`src/rtl/tdp_ram_pkg.sv`:
```
// Shared types and derived constants for the true dual-port RAM controller.
package tdp_ram_pkg;

  typedef enum logic [0:0] {
    CLEAR = 1'b0,
    READY = 1'b1
  } clr_state_e;

  localparam int DW_DEF = 8;
  localparam int BEW    = DW_DEF / 8;

  // Byte-enable width for a given data width.
  function automatic int bew(input int dw);
    return dw / 8;
  endfunction

endpackage

```
`src/rtl/tdp_ram_ctrl_if.sv`:
```
// Two-port request/response bundle of the dual-port RAM, plus BUSY and COLL.
interface tdp_ram_ctrl_if #(
  parameter int DW = 8,
  parameter int AW = 4
);
  import tdp_ram_pkg::*;

  localparam int BW = bew(DW);

  logic          PEN0;
  logic          WEN0;
  logic [BW-1:0] BE0;
  logic [AW-1:0] A0;
  logic [DW-1:0] DI0;
  logic [DW-1:0] DO0;
  logic          DV0;

  logic          PEN1;
  logic          WEN1;
  logic [BW-1:0] BE1;
  logic [AW-1:0] A1;
  logic [DW-1:0] DI1;
  logic [DW-1:0] DO1;
  logic          DV1;

  logic          COLL;
  logic          BUSY;

  modport master (
    output PEN0, WEN0, BE0, A0, DI0,
    output PEN1, WEN1, BE1, A1, DI1,
    input  DO0, DV0, DO1, DV1, COLL, BUSY
  );

  modport slave (
    input  PEN0, WEN0, BE0, A0, DI0,
    input  PEN1, WEN1, BE1, A1, DI1,
    output DO0, DV0, DO1, DV1, COLL, BUSY
  );

endinterface

```
`src/rtl/tdp_ram_clr_fsm.sv`:
```
// Post-reset clear sweep: walks every word once, then parks in READY until RST.
module tdp_ram_clr_fsm
  import tdp_ram_pkg::*;
#(
  parameter int AW    = 4,
  parameter int DEPTH = 16
) (
  input  logic          clk,
  input  logic          rst,
  output logic          busy,
  output logic          clr_we,
  output logic [AW-1:0] clr_addr
);

  localparam logic [AW-1:0] LAST = AW'(DEPTH - 1);

  clr_state_e    state_r;
  clr_state_e    state_nxt_s;
  logic [AW-1:0] ptr_r;
  logic [AW-1:0] ptr_nxt_s;
  logic          busy_r;
  logic          clr_we_s;

  // State, sweep pointer and BUSY registers.
  always_ff @(posedge clk) begin
    if (rst) begin
      state_r <= CLEAR;
      ptr_r   <= {AW{1'b0}};
      busy_r  <= 1'b1;
    end else begin
      state_r <= state_nxt_s;
      ptr_r   <= ptr_nxt_s;
      busy_r  <= (state_nxt_s == CLEAR);
    end
  end

  // Next-state and sweep-write decode.
  always_comb begin
    state_nxt_s = state_r;
    ptr_nxt_s   = ptr_r;
    clr_we_s    = 1'b0;
    case (state_r)
      CLEAR: begin
        clr_we_s = 1'b1;
        if (ptr_r == LAST) begin
          state_nxt_s = READY;
          ptr_nxt_s   = {AW{1'b0}};
        end else begin
          ptr_nxt_s = ptr_r + {{(AW-1){1'b0}}, 1'b1};
        end
      end
      READY: begin
        state_nxt_s = READY;
      end
      default: begin
        state_nxt_s = CLEAR;
        ptr_nxt_s   = {AW{1'b0}};
      end
    endcase
  end

  assign busy     = busy_r;
  assign clr_we   = clr_we_s;
  assign clr_addr = ptr_r;

endmodule

```
`src/rtl/tdp_ram_ctrl.sv`:
```
// True dual-port RAM with byte enables, read-first collisions and a post-reset clear sweep.
// Define TDP_OUTREG_EN to add an output pipeline stage (read latency 2).
module tdp_ram_ctrl
  import tdp_ram_pkg::*;
#(
  parameter int            DW      = 8,
  parameter int            AW      = 4,
  parameter int            DEPTH   = 16,
  parameter int            WR_PRIO = 0,
  parameter logic [DW-1:0] CLR_VAL = {DW{1'b0}}
) (
  input logic           CLK,
  input logic           RST,
  tdp_ram_ctrl_if.slave bus
);

  localparam int BW = bew(DW);

  logic [DW-1:0] mem_r [DEPTH];

  logic          busy_s;
  logic          clr_we_s;
  logic [AW-1:0] clr_addr_s;

  logic          in0_s, in1_s, same_s;
  logic          rd0_s, rd1_s, req0_s, req1_s, win0_s, win1_s, coll_s;
  logic          wr0_en_s;
  logic [AW-1:0] wr0_addr_s;
  logic [DW-1:0] wr0_data_s;
  logic [BW-1:0] wr0_be_s;

  logic [DW-1:0] do0_r, do1_r;
  logic          dv0_r, dv1_r, coll_r;

  tdp_ram_clr_fsm #(
    .AW    (AW),
    .DEPTH (DEPTH)
  ) u_clr (
    .clk      (CLK),
    .rst      (RST),
    .busy     (busy_s),
    .clr_we   (clr_we_s),
    .clr_addr (clr_addr_s)
  );

  // Request decode, write arbitration and the sweep mux onto port 0.
  always_comb begin
    in0_s  = (int'(bus.A0) < DEPTH);
    in1_s  = (int'(bus.A1) < DEPTH);
    same_s = (bus.A0 == bus.A1);
    rd0_s  = !busy_s && bus.PEN0 && !bus.WEN0;
    rd1_s  = !busy_s && bus.PEN1 && !bus.WEN1;
    req0_s = !busy_s && bus.PEN0 && bus.WEN0 && in0_s;
    req1_s = !busy_s && bus.PEN1 && bus.WEN1 && in1_s;
    coll_s = !busy_s && bus.PEN0 && bus.PEN1 && same_s && (bus.WEN0 || bus.WEN1);
    // The losing port of a same-address write is dropped whole, never merged.
    if (req0_s && req1_s && same_s) begin
      win0_s = (WR_PRIO == 0);
      win1_s = (WR_PRIO != 0);
    end else begin
      win0_s = req0_s;
      win1_s = req1_s;
    end
    if (busy_s) begin
      wr0_en_s   = clr_we_s;
      wr0_addr_s = clr_addr_s;
      wr0_data_s = CLR_VAL;
      wr0_be_s   = {BW{1'b1}};
    end else begin
      wr0_en_s   = win0_s;
      wr0_addr_s = bus.A0;
      wr0_data_s = bus.DI0;
      wr0_be_s   = bus.BE0;
    end
  end

  // Byte-enabled array writes from both ports.
  always_ff @(posedge CLK) begin
    for (int b = 0; b < BW; b++) begin
      if (wr0_en_s && wr0_be_s[b]) begin
        mem_r[wr0_addr_s][b*8 +: 8] <= wr0_data_s[b*8 +: 8];
      end
      if (win1_s && bus.BE1[b]) begin
        mem_r[bus.A1][b*8 +: 8] <= bus.DI1[b*8 +: 8];
      end
    end
  end

  // Read-first data, valid flags and collision flag.
  always_ff @(posedge CLK) begin
    if (RST) begin
      do0_r  <= {DW{1'b0}};
      do1_r  <= {DW{1'b0}};
      dv0_r  <= 1'b0;
      dv1_r  <= 1'b0;
      coll_r <= 1'b0;
    end else begin
      dv0_r  <= rd0_s;
      dv1_r  <= rd1_s;
      coll_r <= coll_s;
      if (rd0_s) begin
        do0_r <= in0_s ? mem_r[bus.A0] : {DW{1'b0}};
      end
      if (rd1_s) begin
        do1_r <= in1_s ? mem_r[bus.A1] : {DW{1'b0}};
      end
    end
  end

`ifdef TDP_OUTREG_EN
  logic [DW-1:0] do0_p_r, do1_p_r;
  logic          dv0_p_r, dv1_p_r, coll_p_r;

  // Output pipeline stage, flushed while the sweep runs.
  always_ff @(posedge CLK) begin
    if (RST || busy_s) begin
      do0_p_r  <= {DW{1'b0}};
      do1_p_r  <= {DW{1'b0}};
      dv0_p_r  <= 1'b0;
      dv1_p_r  <= 1'b0;
      coll_p_r <= 1'b0;
    end else begin
      do0_p_r  <= do0_r;
      do1_p_r  <= do1_r;
      dv0_p_r  <= dv0_r;
      dv1_p_r  <= dv1_r;
      coll_p_r <= coll_r;
    end
  end

  assign bus.DO0  = do0_p_r;
  assign bus.DO1  = do1_p_r;
  assign bus.DV0  = dv0_p_r;
  assign bus.DV1  = dv1_p_r;
  assign bus.COLL = coll_p_r;
`else
  assign bus.DO0  = do0_r;
  assign bus.DO1  = do1_r;
  assign bus.DV0  = dv0_r;
  assign bus.DV1  = dv1_r;
  assign bus.COLL = coll_r;
`endif

  assign bus.BUSY = busy_s;

endmodule

```
`src/flat_wrapper.sv`:
```
// flat-port wrapper written by rule: the top's interface ports become plain ports
module tdp_ram_ctrl_flat import tdp_ram_pkg::*;
#(
  parameter int            DW      = 8,
  parameter int            AW      = 4,
  parameter int            DEPTH   = 16,
  parameter int            WR_PRIO = 0,
  parameter logic [DW-1:0] CLR_VAL = {DW{1'b0}}
)
  (CLK, RST, bus_PEN0, bus_WEN0, bus_BE0, bus_A0, bus_DI0, bus_PEN1, bus_WEN1, bus_BE1, bus_A1, bus_DI1, bus_DO0, bus_DV0, bus_DO1, bus_DV1, bus_COLL, bus_BUSY);
  tdp_ram_ctrl_if #(.DW(DW), .AW(AW)) bus_i ();
  input logic CLK;
  input logic RST;
  input wire logic [$bits(bus_i.PEN0)-1:0] bus_PEN0;
  input wire logic [$bits(bus_i.WEN0)-1:0] bus_WEN0;
  input wire logic [$bits(bus_i.BE0)-1:0] bus_BE0;
  input wire logic [$bits(bus_i.A0)-1:0] bus_A0;
  input wire logic [$bits(bus_i.DI0)-1:0] bus_DI0;
  input wire logic [$bits(bus_i.PEN1)-1:0] bus_PEN1;
  input wire logic [$bits(bus_i.WEN1)-1:0] bus_WEN1;
  input wire logic [$bits(bus_i.BE1)-1:0] bus_BE1;
  input wire logic [$bits(bus_i.A1)-1:0] bus_A1;
  input wire logic [$bits(bus_i.DI1)-1:0] bus_DI1;
  output wire logic [$bits(bus_i.DO0)-1:0] bus_DO0;
  output wire logic [$bits(bus_i.DV0)-1:0] bus_DV0;
  output wire logic [$bits(bus_i.DO1)-1:0] bus_DO1;
  output wire logic [$bits(bus_i.DV1)-1:0] bus_DV1;
  output wire logic [$bits(bus_i.COLL)-1:0] bus_COLL;
  output wire logic [$bits(bus_i.BUSY)-1:0] bus_BUSY;
  assign bus_i.PEN0 = bus_PEN0;
  assign bus_i.WEN0 = bus_WEN0;
  assign bus_i.BE0 = bus_BE0;
  assign bus_i.A0 = bus_A0;
  assign bus_i.DI0 = bus_DI0;
  assign bus_i.PEN1 = bus_PEN1;
  assign bus_i.WEN1 = bus_WEN1;
  assign bus_i.BE1 = bus_BE1;
  assign bus_i.A1 = bus_A1;
  assign bus_i.DI1 = bus_DI1;
  assign bus_DO0 = bus_i.DO0;
  assign bus_DV0 = bus_i.DV0;
  assign bus_DO1 = bus_i.DO1;
  assign bus_DV1 = bus_i.DV1;
  assign bus_COLL = bus_i.COLL;
  assign bus_BUSY = bus_i.BUSY;
  tdp_ram_ctrl #(.DW(DW), .AW(AW), .DEPTH(DEPTH), .WR_PRIO(WR_PRIO), .CLR_VAL(CLR_VAL)) u_core (.CLK(CLK), .RST(RST), .bus(bus_i));
endmodule
```
`config.mk`:
```
export PLATFORM = sky130hd
export DESIGN_NAME = tdp_ram_ctrl_flat
export DESIGN_NICKNAME = d
export VERILOG_FILES = /design/src/rtl/tdp_ram_pkg.sv /design/src/rtl/tdp_ram_ctrl_if.sv /design/src/rtl/tdp_ram_clr_fsm.sv /design/src/rtl/tdp_ram_ctrl.sv /design/src/flat_wrapper.sv
export SDC_FILE = /design/constraint.sdc
export NUM_CORES = 1
export LEC_CHECK = 0
export ABC_CLOCK_PERIOD_IN_PS = 2800
export BUFFER_PORTS_ARGS = -buffer_cell sky130_fd_sc_hd__buf_2
export CAP_MARGIN = 15
export CORE_MARGIN = 2
export CORE_UTILIZATION = 45
export CTS_CLUSTER_SIZE = 24
export DETAILED_ROUTE_END_ITERATION = 16
export PLACE_DENSITY_LB_ADDON = 0.08
export SYNTH_ARGS = -nofsm -noshare
export SYNTH_HDL_FRONTEND = slang
export SYNTH_SLANG_ARGS = --single-unit
export TNS_END_PERCENT = 1
```
`constraint.sdc`:
```
create_clock -name CLK -period 2.8 [get_ports CLK]
set_input_delay 0.28 -clock CLK [delete_from_list [all_inputs] [get_ports CLK]]
set_output_delay 0.28 -clock CLK [all_outputs]
set_load 0.02 [all_outputs]
```
=== Word level (Yosys, flattened, before mapping) ===
Memory sizes are Yosys's and may differ from the RTL's. A register that Yosys moved wholly into a read port is not among the register bits.
Cells that the tools add are included.

* Bitwise operators: 2
* Reduce and logical (&&, ||, !) cells: 17
* Equality and inequality tests: 2
* Muxes and demuxes: 14
* Add/sub/neg operators: 1

{| class="wikitable"
|+ Operator list
! kind !! count
|-
| logical AND 1 bit || 13
|-
| 2-to-1 mux 1 bit || 10
|-
| 2-to-1 mux 4 bit || 2
|-
| 2-to-1 mux 8 bit || 1
|-
| adder 4 x 1 -> 4 bit, second input constant || 1
|-
| equality test 4 bit || 1
|-
| equality test 4 bit, second input constant || 1
|-
| zero test 1 bit || 3
|-
| NOT 1 bit || 2
|-
| one-hot mux 1 bit (2 select lines) || 1
|-
| logical OR 1 bit || 1
|}

* Memories: 1
* RAM bits: 128
* Register bits: 9
* Word-level logic and storage cells: 43
* Input port bits: 32

{| class="wikitable"
|+ Memory list
! name !! words !! bits a word !! rd ports !! clocked after memory_dff !! wr ports !! line !! source
|-
| u_core.mem_r || 16 || 8 || 2 || 2 || 2 || tdp_ram_ctrl.sv:19 || <nowiki>logic [DW-1:0] mem_r [DEPTH];</nowiki>
|}

=== Depth between registers and ports, before layout ===
Gate-level depths: netlist of run 1.

* Depth after elaboration: 10
* Mapped depth: 8
* Gate-level depth less buffers: 5

=== By module ===
Synthesis of run 1 repeated with hierarchy kept, for this count alone.

* Cell total of the unflattened synthesis: 634
* Area, all modules: 9,021.2 um^2

{| class="wikitable"
|+ Modules (own cells, without submodules)
! module !! times used !! area each (um^2) !! seq. area each (um^2) !! cells each
|-
| tdp_ram_ctrl || 1 || 8,783.4 || 4,224.1 || 609
|-
| tdp_ram_clr_fsm || 1 || 237.7 || 120.1 || 25
|}

=== Worst setup path before layout of run 1 ===
No wires, ideal clock.

* Path kind: flip-flop to flip-flop
* Start: register u_core.u_clr.busy_r (netlist: u_core.u_clr.busy)
* End: memory u_core.mem_r[0][0] (enable)
* Slack: 465 ps
* Buffers on the path: 2
* Period minus slack after synthesis: 2,335 ps
* Required time: 2,416 ps
* Stages on the path, launching flop included: 7
* Arrival: 1,951 ps
* Cells stage by stage: dfxtp_1 buf_2 clkbuf_1 inv_1 o31ai_1 inv_1 o21ai_0

{| class="wikitable"
|+ RTL lines
! what !! line !! source
|-
| start, declared || tdp_ram_clr_fsm.sv:21 || <nowiki>logic busy_r;</nowiki>
|-
| start signal, assigned || tdp_ram_clr_fsm.sv:33 || <nowiki>busy_r <= (state_nxt_s == CLEAR);</nowiki>
|-
| end, declared || tdp_ram_ctrl.sv:19 ||
|}

==> Implementation_results.wiki, run 1 <==
{| class="wikitable"
! Metric !! Value
|-
| Run status || finished clean
|-
| Flip-flop cell with the highest count after synthesis || sky130_fd_sc_hd__edfxtp_1
|-
| Top-Level Pins || 52
|-
| Detailed router's first-iteration violation count || 539
|-
| Placement row count || 52
|-
| Final worst path period share || 0.899
|-
| Count of H-tree levels built during CTS || 4
|-
| Clock input transition at the sequential cells of the worst setup and hold paths || 0.06 ns
|-
| Wl on met1 || approximately 12000 microns
|-
| Highest clock frequency the design can meet || approximately 0.40 GHz
|-
| Congestion Overflow GR || 0
|-
| Antenna-violating nets left || 0
|-
| Weighted congestion at the end of routability-driven global placement || roughly 0.9
|-
| Hold Violations, Final || 0
|-
| Pre-Repair DR Iteration Count || 5
|-
| Max-Cap Viols || 0
|-
| Total core area || slightly above 20000 sq um
|-
| CTS tree || built
|-
| Worst skew pair latency || 0.43 ns
|-
| Number of diodes added for antenna fixing || 0
|-
| Global router's overall resource usage || 0.262
|-
| # nets final || approximately 730
|-
| PortBufs || slightly above 50
|-
| Number of buffers inserted by post-CTS setup repair || 0
|-
| Routed wl met3 || 1650 microns
|-
| Design Area, Final || approximately 10000 sq um
|-
| Worst hold slack || 0.155 ns
|-
| Nets in the synthesized netlist || 678
|-
| Worst hold path stage count || 2
|-
| Max Transition Viols Final || 0
|-
| # DRC || 0
|-
| Number of enable-type register cells in the synthesized netlist || around 130
|-
| Category of the critical setup timing path || reg -> reg
|-
| Library cell used as clock root buffer || sky130_fd_sc_hd__clkbuf_16
|-
| Share of the core filled with cells || 0.513
|-
| Synth Register Bits || 153
|-
| Worst Reg2Reg Path Length in Cells || 5
|-
| Sum of negative setup slack || 0 ns
|-
| Via count || 6200
|-
| DIE WIDTH || around 150 microns
|-
| Via-to-Cell Ratio || 6.34
|-
| Relative area change from synthesis to final layout || 11.6%
|-
| Average routed wire per standard cell || approximately 29 microns
|-
| Layout cell share with drive strength beyond 1 || 0.494
|-
| Half-perimeter wire length of the detailed placement result || about 20000 microns
|-
| Mapped cell area || slightly above 9000 sq um
|-
| Clk sink count || 153
|-
| Worst-case vdd ir drop || 425 uV
|-
| Critical path peak fanout || 24
|-
| # setup viols final || 0
|-
| Post-detailed-routing wire length || roughly 28000 microns
|-
| Arrival time of data at the critical path endpoint || 2.58 ns
|-
| Number of warnings printed during yosys synthesis || 0
|-
| Met2 Routed Length || 13300 microns
|-
| Slack of the worst reg-to-reg path || 0.28 ns
|-
| Worst path required time || between 2 and 3 ns
|-
| Endpoint of the worst hold-timing path || u_core.bus.DV0$_SDFF_PP0_
|-
| Count of cells resized by post-cts repair || 0
|-
| Crit Reg-Reg Endpoint || u_core.mem_r[2][0]$_DFFE_PP_
|-
| Number of global-route vias before repair || 6304
|-
| Sequential-to-total area share from yosys stat || 0.466
|-
| Maximum number of pins on one net before global-route repair || 25
|-
| Distinct cells, synth || 64
|-
| Die Outline Area || 21900 sq um
|-
| Total power per unit cell area || 506 nW/um^2
|-
| Endpoint type of the worst setup path || flip-flop
|-
| Uppermost signal routing layer after detailed routing || met4
|-
| Async S/R FF share, synth || 0
|-
| Effective utilization at floorplan || 0.459
|-
| Worst r2r src || u_core.u_clr.busy$_SDFF_PP1_
|-
| Hold Crit Class || in -> reg
|-
| Filler Cells Inserted || 1800
|-
| Max-Slew Margin vs Limit || 0.371
|-
| Transition time of the tightest slew-check pin || between 0.9 and 1 ns
|-
| Antenna violations before repair || 0
|-
| Max Clock Skew || 0.0102 ns
|-
| First-pass GRT wire length || 41300 microns
|-
| Type of element launching the critical path || flip-flop
|-
| Hold Startpoint || bus_WEN0
|-
| Mean instance size in the synthesized netlist || 14.5 sq um
|-
| Instance area after placement || 9830 sq um
|-
| Setup repair after global routing missed its margin || no
|-
| Hold-fix buffer count after cts || 0
|-
| Number of cells produced by synthesis || roughly 650
|-
| Clock period minus worst slack || 2.52 ns
|-
| Number of buffers created by CTS || 17
|-
| Die height || 148 microns
|-
| Static power due to leakage || 3.91 nW
|-
| Maximum buffer depth of the clock tree || 2
|}
[how the worst max path moves through the flow]
stage                                               to  slack, ns                          from  cells past startpoint
after floorplan           u_core.mem_r[0][0]$_DFFE_PP_       0.47  u_core.u_clr.busy$_SDFF_PP1_                      6
after global placement    u_core.mem_r[2][6]$_DFFE_PP_       0.30                     bus_A0[1]                      6
after detailed placement  u_core.mem_r[2][6]$_DFFE_PP_       0.26                     bus_A0[1]                      6
after CTS                 u_core.mem_r[2][5]$_DFFE_PP_       0.32  u_core.u_clr.busy$_SDFF_PP1_                      5
after global routing      u_core.mem_r[2][5]$_DFFE_PP_       0.18  u_core.u_clr.busy$_SDFF_PP1_                      5
final                     u_core.mem_r[2][0]$_DFFE_PP_       0.28  u_core.u_clr.busy$_SDFF_PP1_                      5
[cells in the mapped netlist (4+ instances only)]
cell                        count  area (sq um)
sky130_fd_sc_hd__mux2_2       155          1750
sky130_fd_sc_hd__edfxtp_1     128          3840
sky130_fd_sc_hd__mux4_2        42           946
sky130_fd_sc_hd__nand2_1       27           101
sky130_fd_sc_hd__dfxtp_1       25           500
sky130_fd_sc_hd__o21ai_0       21           105
sky130_fd_sc_hd__clkbuf_1      20          75.1
sky130_fd_sc_hd__nor2_1        14          52.6
sky130_fd_sc_hd__and2b_2       11          96.3
sky130_fd_sc_hd__mux2i_1       11           110
sky130_fd_sc_hd__nor3_1        11          55.1
sky130_fd_sc_hd__buf_6         10           113
sky130_fd_sc_hd__a21oi_1        9          45.0
sky130_fd_sc_hd__a31oi_1        8          50.1
sky130_fd_sc_hd__clkbuf_2       8          40.0
sky130_fd_sc_hd__inv_1          8          30.0
sky130_fd_sc_hd__mux2_1         8          90.1
sky130_fd_sc_hd__o2111ai_4      8           210
sky130_fd_sc_hd__a221o_1        7          70.1
sky130_fd_sc_hd__buf_2          7          35.0
sky130_fd_sc_hd__mux4_1         7           184
sky130_fd_sc_hd__nand2b_1       7          43.8
sky130_fd_sc_hd__nand3_1        7          35.0
sky130_fd_sc_hd__nor2b_1        6          37.5
sky130_fd_sc_hd__o22ai_1        6          37.5
sky130_fd_sc_hd__a21oi_4        5          81.3
sky130_fd_sc_hd__xnor2_1        5          43.8
sky130_fd_sc_hd__a22oi_1        4          30.0
sky130_fd_sc_hd__nand3b_1       4          30.0
[worst max-delay path, cell delays in order, from the launching register on]
cell and delay [ns]:
sky130_fd_sc_hd__dfxtp_1 0.36, sky130_fd_sc_hd__buf_4 0.23, sky130_fd_sc_hd__or3b_2 0.46, sky130_fd_sc_hd__a22oi_1 0.52
sky130_fd_sc_hd__nand2_1 0.10, sky130_fd_sc_hd__nand2_1 0.48
[layout make-up]
cell class,count,area (sq um),share of cell area
inverter,8,30.0,0.00289
tap,270,338,0.0325
timing repair buffer,86,518,0.0498
multi-input combinational,429,4600,0.442
clock inverter,13,128,0.0123
clock buffer,19,443,0.0426
sequential,153,4340,0.418
[state kept, by name (all words and copies together) (netlist names)]
name	cells
u_core.bus.DO0	8
u_core.mem_r	128
u_core.u_clr.clr_addr	4
u_core.bus.DO1	8
u_core.bus.COLL	1
u_core.u_clr.busy	1
u_core.bus.DV0	1
u_core.bus.DV1	1
u_core.u_clr.state_r	1
[per-layer routing]
layer,track usage,vias up
li1,-,2681
met3,0.0441,62
met5,0,-
met4,0.110,0
met2,0.419,266
met1,0.355,3191
[power by group]
group,switching (W),internal (W),total [W]
logic,0.000286,0.000194,0.000480
clock network,0.000946,0.00133,0.00227
registers,0.0000284,0.00249,0.00252
[kinds of logic after synthesis]
logic type | Yosys count | share of synthesized area
AO/OA/AOI/OAI | 88 | 0.0876
XOR/XNOR | 5 | 0.00470
buffers and inverters | 63 | 0.0411
AND/OR/NAND/NOR | 112 | 0.0696
adder cells (fa/ha/maj) | 1 | 0.00134
flip-flops | 153 | 0.466
multiplexers | 223 | 0.330
[metrics by stage]
stage | total power, W | instances | setup WS [ns]
after global placement | 0.00303 | 946 | 0.295
after CTS | 0.00527 | 978 | 0.320
final | 0.00527 | 978 | 0.283
after global routing | 0.00541 | 978 | 0.182
after floorplan | 0.00287 | 645 | 0.465
after detailed placement | 0.00304 | 946 | 0.257
[placed cells by master (no fill, tap or decap), drive strengths merged, types with 2 or more instances in the layout]
master / n
or3b: 3
clkbuf: 19
nor2b: 6
clkinv: 7
inv: 9
and3: 4
nor3b: 3
nor2: 16
and2b: 11
nand3b: 4
o22ai: 6
o31ai: 2
mux2: 163
clkinvlp: 3
buf: 86
o2111ai: 9
or3: 2
a31oi: 8
a22o: 2
nand2: 27
mux2i: 11
mux4: 49
nor3: 11
a22oi: 4
a221o: 7
and4: 2
o21bai: 3
xnor2: 5
dfxtp: 25
edfxtp: 128
a2111oi: 2
a21o: 2
o21ai: 23
bufinv: 2
nand3: 9
nand2b: 7
a21oi: 14
and2: 2
Note: power is estimated with default switching activity, not from simulation.
==> run 2, diff against run 1 <==
Settings changed: CORE_UTILIZATION 45 to 47, GPL_TIMING_DRIVEN set to 0, TNS_END_PERCENT 1 to not set.
==> run 2 against run 1 <==
Net effect:
- clock skew is 0.0023 ns lower
- highest routed layer unchanged
- cell area is 1.2% higher
- worst setup slack worse by 0.16 ns
- combinational power is 7.3% higher
- largest cell class unchanged
==> Implementation_results.wiki, run 2 (synthesis results as in run 1) <==
{| class="wikitable"
! Metric !! Value
|-
| Final worst path period share || 0.957
|-
| Number of buffers inserted by post-CTS setup repair || 0
|-
| Top reg by flops || u_core.mem_r
|-
| Pre-Repair DR Iteration Count || 5
|-
| Count of H-tree levels built during CTS || 4
|-
| Critical path peak fanout || 10
|-
| Sum of internal, switching and leakage power || 0.00525 W
|-
| Relative area change from synthesis to final layout || 12.9%
|-
| Worst skew pair latency || 0.43 ns
|-
| Clock period minus worst slack || 2.68 ns
|-
| Library cell used as clock root buffer || sky130_fd_sc_hd__clkbuf_16
|-
| Static power due to leakage || 3.96 nW
|-
| Congestion Overflow GR || 0
|-
| Transition time of the tightest slew-check pin || 1.17 ns
|-
| Via-to-Cell Ratio || 6.47
|-
| Design Area, Final || 10500 sq um
|-
| PortBufs || 46
|-
| Antenna violations before repair || 0
|-
| Effective utilization at floorplan || 0.479
|-
| Clock input transition at the sequential cells of the worst setup and hold paths || 0.06 ns
|-
| Maximum buffer depth of the clock tree || 2
|-
| Worst r2r src || u_core.u_clr.busy$_SDFF_PP1_
|-
| Total power per unit cell area || roughly 500 nW/um^2
|-
| Run status || finished clean
|-
| Max-Slew Margin vs Limit || 0.219
|-
| Detailed router's first-iteration violation count || 649
|-
| Type of element launching the critical path || flip-flop
|-
| Number of global-route vias before repair || 6553
|-
| Category of the critical setup timing path || reg -> reg
|-
| Endpoint type of the worst setup path || flip-flop
|-
| Worst path required time || 2.81 ns
|-
| Hold-fix buffer count after cts || 0
|-
| CTS tree || built
|-
| Layout cell share with drive strength beyond 1 || 0.478
|-
| Worst-case vdd ir drop || just over 400 uV
|-
| Most common cell after layout, fill and taps aside || sky130_fd_sc_hd__mux2_2
|-
| Maximum number of pins on one net before global-route repair || 17
|-
| Final WS setup || 0.119 ns
|-
| Worst hold slack || roughly 0.14 ns
|-
| Sum of negative setup slack || 0 ns
|-
| Die Outline Area || around 21000 sq um
|-
| Post-detailed-routing wire length || 30300 microns
|-
| Worst setup startpoint || u_core.u_clr.busy$_SDFF_PP1_
|-
| Max Clock Skew || between 0.007 and 0.008 ns
|-
| Via count || about 6400
|-
| Highest clock frequency the design can meet || 0.373 GHz
|-
| Total core area || 19500 sq um
|-
| Placement row count || 51
|-
| First-pass GRT wire length || 43300 microns
|-
| Hold Crit Class || in -> reg
|-
| Instance area after placement || 9960 sq um
|-
| Pre-CTS setup slack || -0.217 ns
|-
| # nets final || 750
|-
| Number of buffers created by CTS || 17
|-
| Max Transition Viols Final || 0
|-
| Largest register FFs || 128
|-
| Weighted congestion at the end of routability-driven global placement || approximately 0.90
|-
| # setup viols final || 0
|-
| Die height || 145 microns
|-
| Half-perimeter wire length of the detailed placement result || 21200 microns
|-
| Number of diodes added for antenna fixing || 0
|-
| Hold Startpoint || bus_PEN1
|-
| Filler Cells Inserted || 1647
|-
| Antenna-violating nets left || 0
|-
| Setup repair after global routing missed its margin || no
|-
| Clk sink count || 153
|-
| Count of cells resized by post-cts repair || 2
|-
| Commonest non-fill, non-tap cells in the layout || 155 x sky130_fd_sc_hd__mux2_2, 128 x sky130_fd_sc_hd__edfxtp_1, 53 x sky130_fd_sc_hd__buf_2, 42 x sky130_fd_sc_hd__mux4_2, 27 x sky130_fd_sc_hd__nand2_1
|-
| Arrival time of data at the critical path endpoint || 2.69 ns
|-
| Average routed wire per standard cell || around 30 microns
|-
| Top-Level Pins || 52
|-
| # DRC || 0
|-
| Max-Cap Viols || 0
|-
| Global router's overall resource usage || 0.300
|-
| DIE WIDTH || 145 microns
|-
| Hold Violations, Final || 0
|}
-- run 2: changes by cell type in the layout (fill, tap and decap cells not counted), sizes merged --
cell      before  now
clkinv         7    6
inv            9    8
buf           86   77
clkinvlp       3    1
clkbuf        19   54
-- run 2: area by class of cell --
class | count | area (sq um) | area share
buffer | 55 | 354 | 0.0336
sequential | 153 | 4340 | 0.412
clock buffer | 23 | 448 | 0.0425
inverter | 8 | 30.0 | 0.00285
clock inverter | 9 | 101 | 0.00962
timing repair buffer | 53 | 302 | 0.0286
multi-input combinational | 429 | 4620 | 0.439
tap | 265 | 332 | 0.0315
-- run 2: worst paths after layout --
path	end	slack, ns	cells past startpoint
worst max-delay path	u_core.mem_r[2][2]$_DFFE_PP_	0.12	6
worst min-delay path	u_core.bus.COLL$_SDFF_PP0_	0.14	3
worst max register to register	u_core.mem_r[2][2]$_DFFE_PP_	0.12	6
worst min register to register	u_core.bus.DO0[1]$_SDFFE_PP0P_	0.51	1
-- run 2: through the flow --
| step | cells | utilization |
|---|---|---|
| finish | 995 | 0.541 |
| global route | 995 | 0.541 |
| CTS | 995 | 0.540 |
| detailed placement | 963 | 0.512 |
| global placement | 956 | 0.508 |
| floorplan | 645 | - |
-- run 2: routing by layer --
metal / up-vias / global-route usage / share of wire
met4: 0 / 0.115 / 0.032
met5: - / 0 / 0
met1: 3351 / 0.399 / 0.42
met3: 52 / 0.0625 / 0.074
met2: 308 / 0.484 / 0.48
li1: 2725 / - / -
-- run 2: worst max-delay path: stages, from the launching register on --
cell and delay (ns):
sky130_fd_sc_hd__dfxtp_1 0.31, sky130_fd_sc_hd__buf_2 0.18, sky130_fd_sc_hd__nor2b_1 0.24, sky130_fd_sc_hd__nand3_1 0.20, sky130_fd_sc_hd__buf_6 0.23, sky130_fd_sc_hd__o2111ai_4 0.52
sky130_fd_sc_hd__nand2_1 0.58
-- run 2: power by group --
part	leakage (nW)	internal (W)	switching, W
sequential	1.40	0.00249	0.0000257
clock	0.269	0.00131	0.000920
combinational	2.29	0.000205	0.000311
total	3.96	0.00400	0.00126
==> run 3, diff against run 2 <==
Settings changed: CTS_BUF_LIST set to sky130_fd_sc_hd__clkbuf_8.
==> run 3 against run 2 <==
Net effect:
- via count increased by 0.48%
- worst setup slack improved by 0.025 ns
- clock skew increased by 0.012 ns
- wire length decreased by 0.29%
- clock-buffer cell count decreased by 6
- largest power group unchanged
==> Implementation_results.wiki, run 3 (synthesis results as in run 1) <==
{| class="wikitable"
! Metric !! Value
|-
| Congestion Overflow GR || 0
|-
| Max Clock Skew || 0.0198 ns
|-
| Setup repair after global routing missed its margin || no
|-
| Count of H-tree levels built during CTS || 4
|-
| Average routed wire per standard cell || ~30 microns
|-
| Total power per unit cell area || 450 nW/um^2
|-
| Worst-case vdd ir drop || 279 uV
|-
| Via count || 6467
|-
| Max-Cap Viols || 0
|-
| Weighted congestion at the end of routability-driven global placement || 0.901
|-
| Max Transition Viols Final || 0
|-
| Worst path required time || 2.86 ns
|-
| CTS tree || built
|-
| Critical path peak fanout || 10
|-
| Most common cell after layout, fill and taps aside || sky130_fd_sc_hd__mux2_2
|-
| First-pass GRT wire length || 42900 microns
|-
| Crit path buf inv count || 2
|-
| Static power due to leakage || 3.90 nW
|-
| Critical path's slowest cell || sky130_fd_sc_hd__nand2_1
|-
| Number of global-route vias before repair || ~6400
|-
| Top-Level Pins || 52
|-
| # nets final || 750
|-
| Arrival time of data at the critical path endpoint || roughly 2.7 ns
|-
| Total core area || 19500 sq um
|-
| Delay-heaviest family, CP || simple AND/OR/NAND/NOR gates
|-
| Global router's overall resource usage || 0.297
|-
| Endpoint type of the worst setup path || flip-flop
|-
| Top reg by flops || u_core.mem_r
|-
| Highest clock frequency the design can meet || 0.377 GHz
|-
| Clock period minus worst slack || 2.66 ns
|-
| Clk sink count || 153
|-
| Relative area change from synthesis to final layout || 10.9%
|-
| Number of standard cells in the layout, taps in and fillers out || 995
|-
| Library cell used as clock root buffer || sky130_fd_sc_hd__clkbuf_8
|-
| Final worst path period share || 0.949
|-
| Maximum buffer depth of the clock tree || 2
|-
| Type of element launching the critical path || flip-flop
|-
| Placement row count || 51
|-
| Share of the core filled with cells || 0.531
|-
| Clock input transition at the sequential cells of the worst setup and hold paths || 0.08 ns
|-
| Half-perimeter wire length of the detailed placement result || 21200 microns
|-
| Sum of negative setup slack || 0 ns
|-
| Category of the critical setup timing path || reg -> reg
|-
| DIE WIDTH || 145 microns
|-
| Via-to-Cell Ratio || 6.50
|-
| Commonest non-fill, non-tap cells in the layout || 155 x sky130_fd_sc_hd__mux2_2, 128 x sky130_fd_sc_hd__edfxtp_1, 53 x sky130_fd_sc_hd__buf_2, 42 x sky130_fd_sc_hd__mux4_2, 27 x sky130_fd_sc_hd__nand2_1
|-
| Worst skew pair latency || ~0.48 ns
|-
| Hold Crit Class || in -> reg
|-
| Critical path cell sequence || buf_2 > nor2b_1 > nand3_1 > buf_6 > o2111ai_4 > nand2_1
|-
| Number of buffers created by CTS || 17
|-
| Die Outline Area || 21000 sq um
|-
| Layout cell share with drive strength beyond 1 || 0.478
|-
| CP peak stage delay || slightly below 0.6 ns
|-
| Pre-Repair DR Iteration Count || 5
|-
| Antenna violations before repair || 0
|-
| Max-Slew Margin vs Limit || 0.223
|-
| Filler Cells Inserted || about 1700
|-
| Antenna-violating nets left || 0
|-
| Largest register FFs || 128
|-
| # setup viols final || 0
|-
| Die height || between 100 and 150 microns
|-
| Number of buffers inserted by post-CTS setup repair || 0
|-
| PortBufs || 46
|-
| Number of diodes added for antenna fixing || 0
|-
| Effective utilization at floorplan || 0.479
|-
| Hold Violations, Final || 0
|-
| Hold-fix buffer count after cts || 0
|-
| Maximum number of pins on one net before global-route repair || 17
|-
| Post-detailed-routing wire length || 30200 microns
|-
| # DRC || 0
|-
| Detailed router's first-iteration violation count || about 680
|-
| Slack of the worst reg-to-reg path || 0.14 ns
|-
| Post-placement cell count || 963
|-
| Count of cells resized by post-cts repair || 2
|-
| Run status || finished clean
|-
| Transition time of the tightest slew-check pin || 1.16 ns
|-
| Sum of internal, switching and leakage power || 0.00465 W
|}
## run 3: area by class of cell
cell class,instances,area (sq um),share of cell area
timing repair buffer,53,302,0.0292
tap,265,332,0.0321
sequential,153,4340,0.420
multi-input combinational,429,4620,0.447
clock inverter,15,124,0.0120
buffer,55,354,0.0342
inverter,8,30.0,0.00290
clock buffer,17,234,0.0226
## run 3: stage by stage
stage               instance area (sq um)  hold WS [ns]  setup slack, ns
floorplan                            9330         0.380            0.465
global placement                     9890         0.491            -1.06
detailed placement                   9960         0.492           -0.217
CTS                                 10300        0.0867           0.0838
global route                        10300         0.101           0.0134
finish                              10300        0.0969            0.144
## run 3: per-layer routing
layer | track usage | routed length (microns)
met1 | 0.400 | 12900
met2 | 0.485 | 14500
met3 | 0.0530 | 1950
met4 | 0.109 | 834
met5 | 0 | 0
## run 3: report_power, final
group | switching, W | internal, W | leakage (nW)
logic | 0.000311 | 0.000205 | 2.29
registers | 0.0000253 | 0.00248 | 1.40
clock network | 0.000861 | 0.000764 | 0.206
total | 0.00120 | 0.00345 | 3.90
## run 3: path summary, 6_finish.rpt
check / from / endpoint / cells after the start
max: u_core.u_clr.busy$_SDFF_PP1_ / u_core.mem_r[2][1]$_DFFE_PP_ / 6
min: bus_WEN0 / u_core.bus.DV0$_SDFF_PP0_ / 2
max reg2reg: u_core.u_clr.busy$_SDFF_PP1_ / u_core.mem_r[2][1]$_DFFE_PP_ / 6
min reg2reg: u_core.bus.DO0[1]$_SDFFE_PP0P_ / u_core.bus.DO0[1]$_SDFFE_PP0P_ / 1
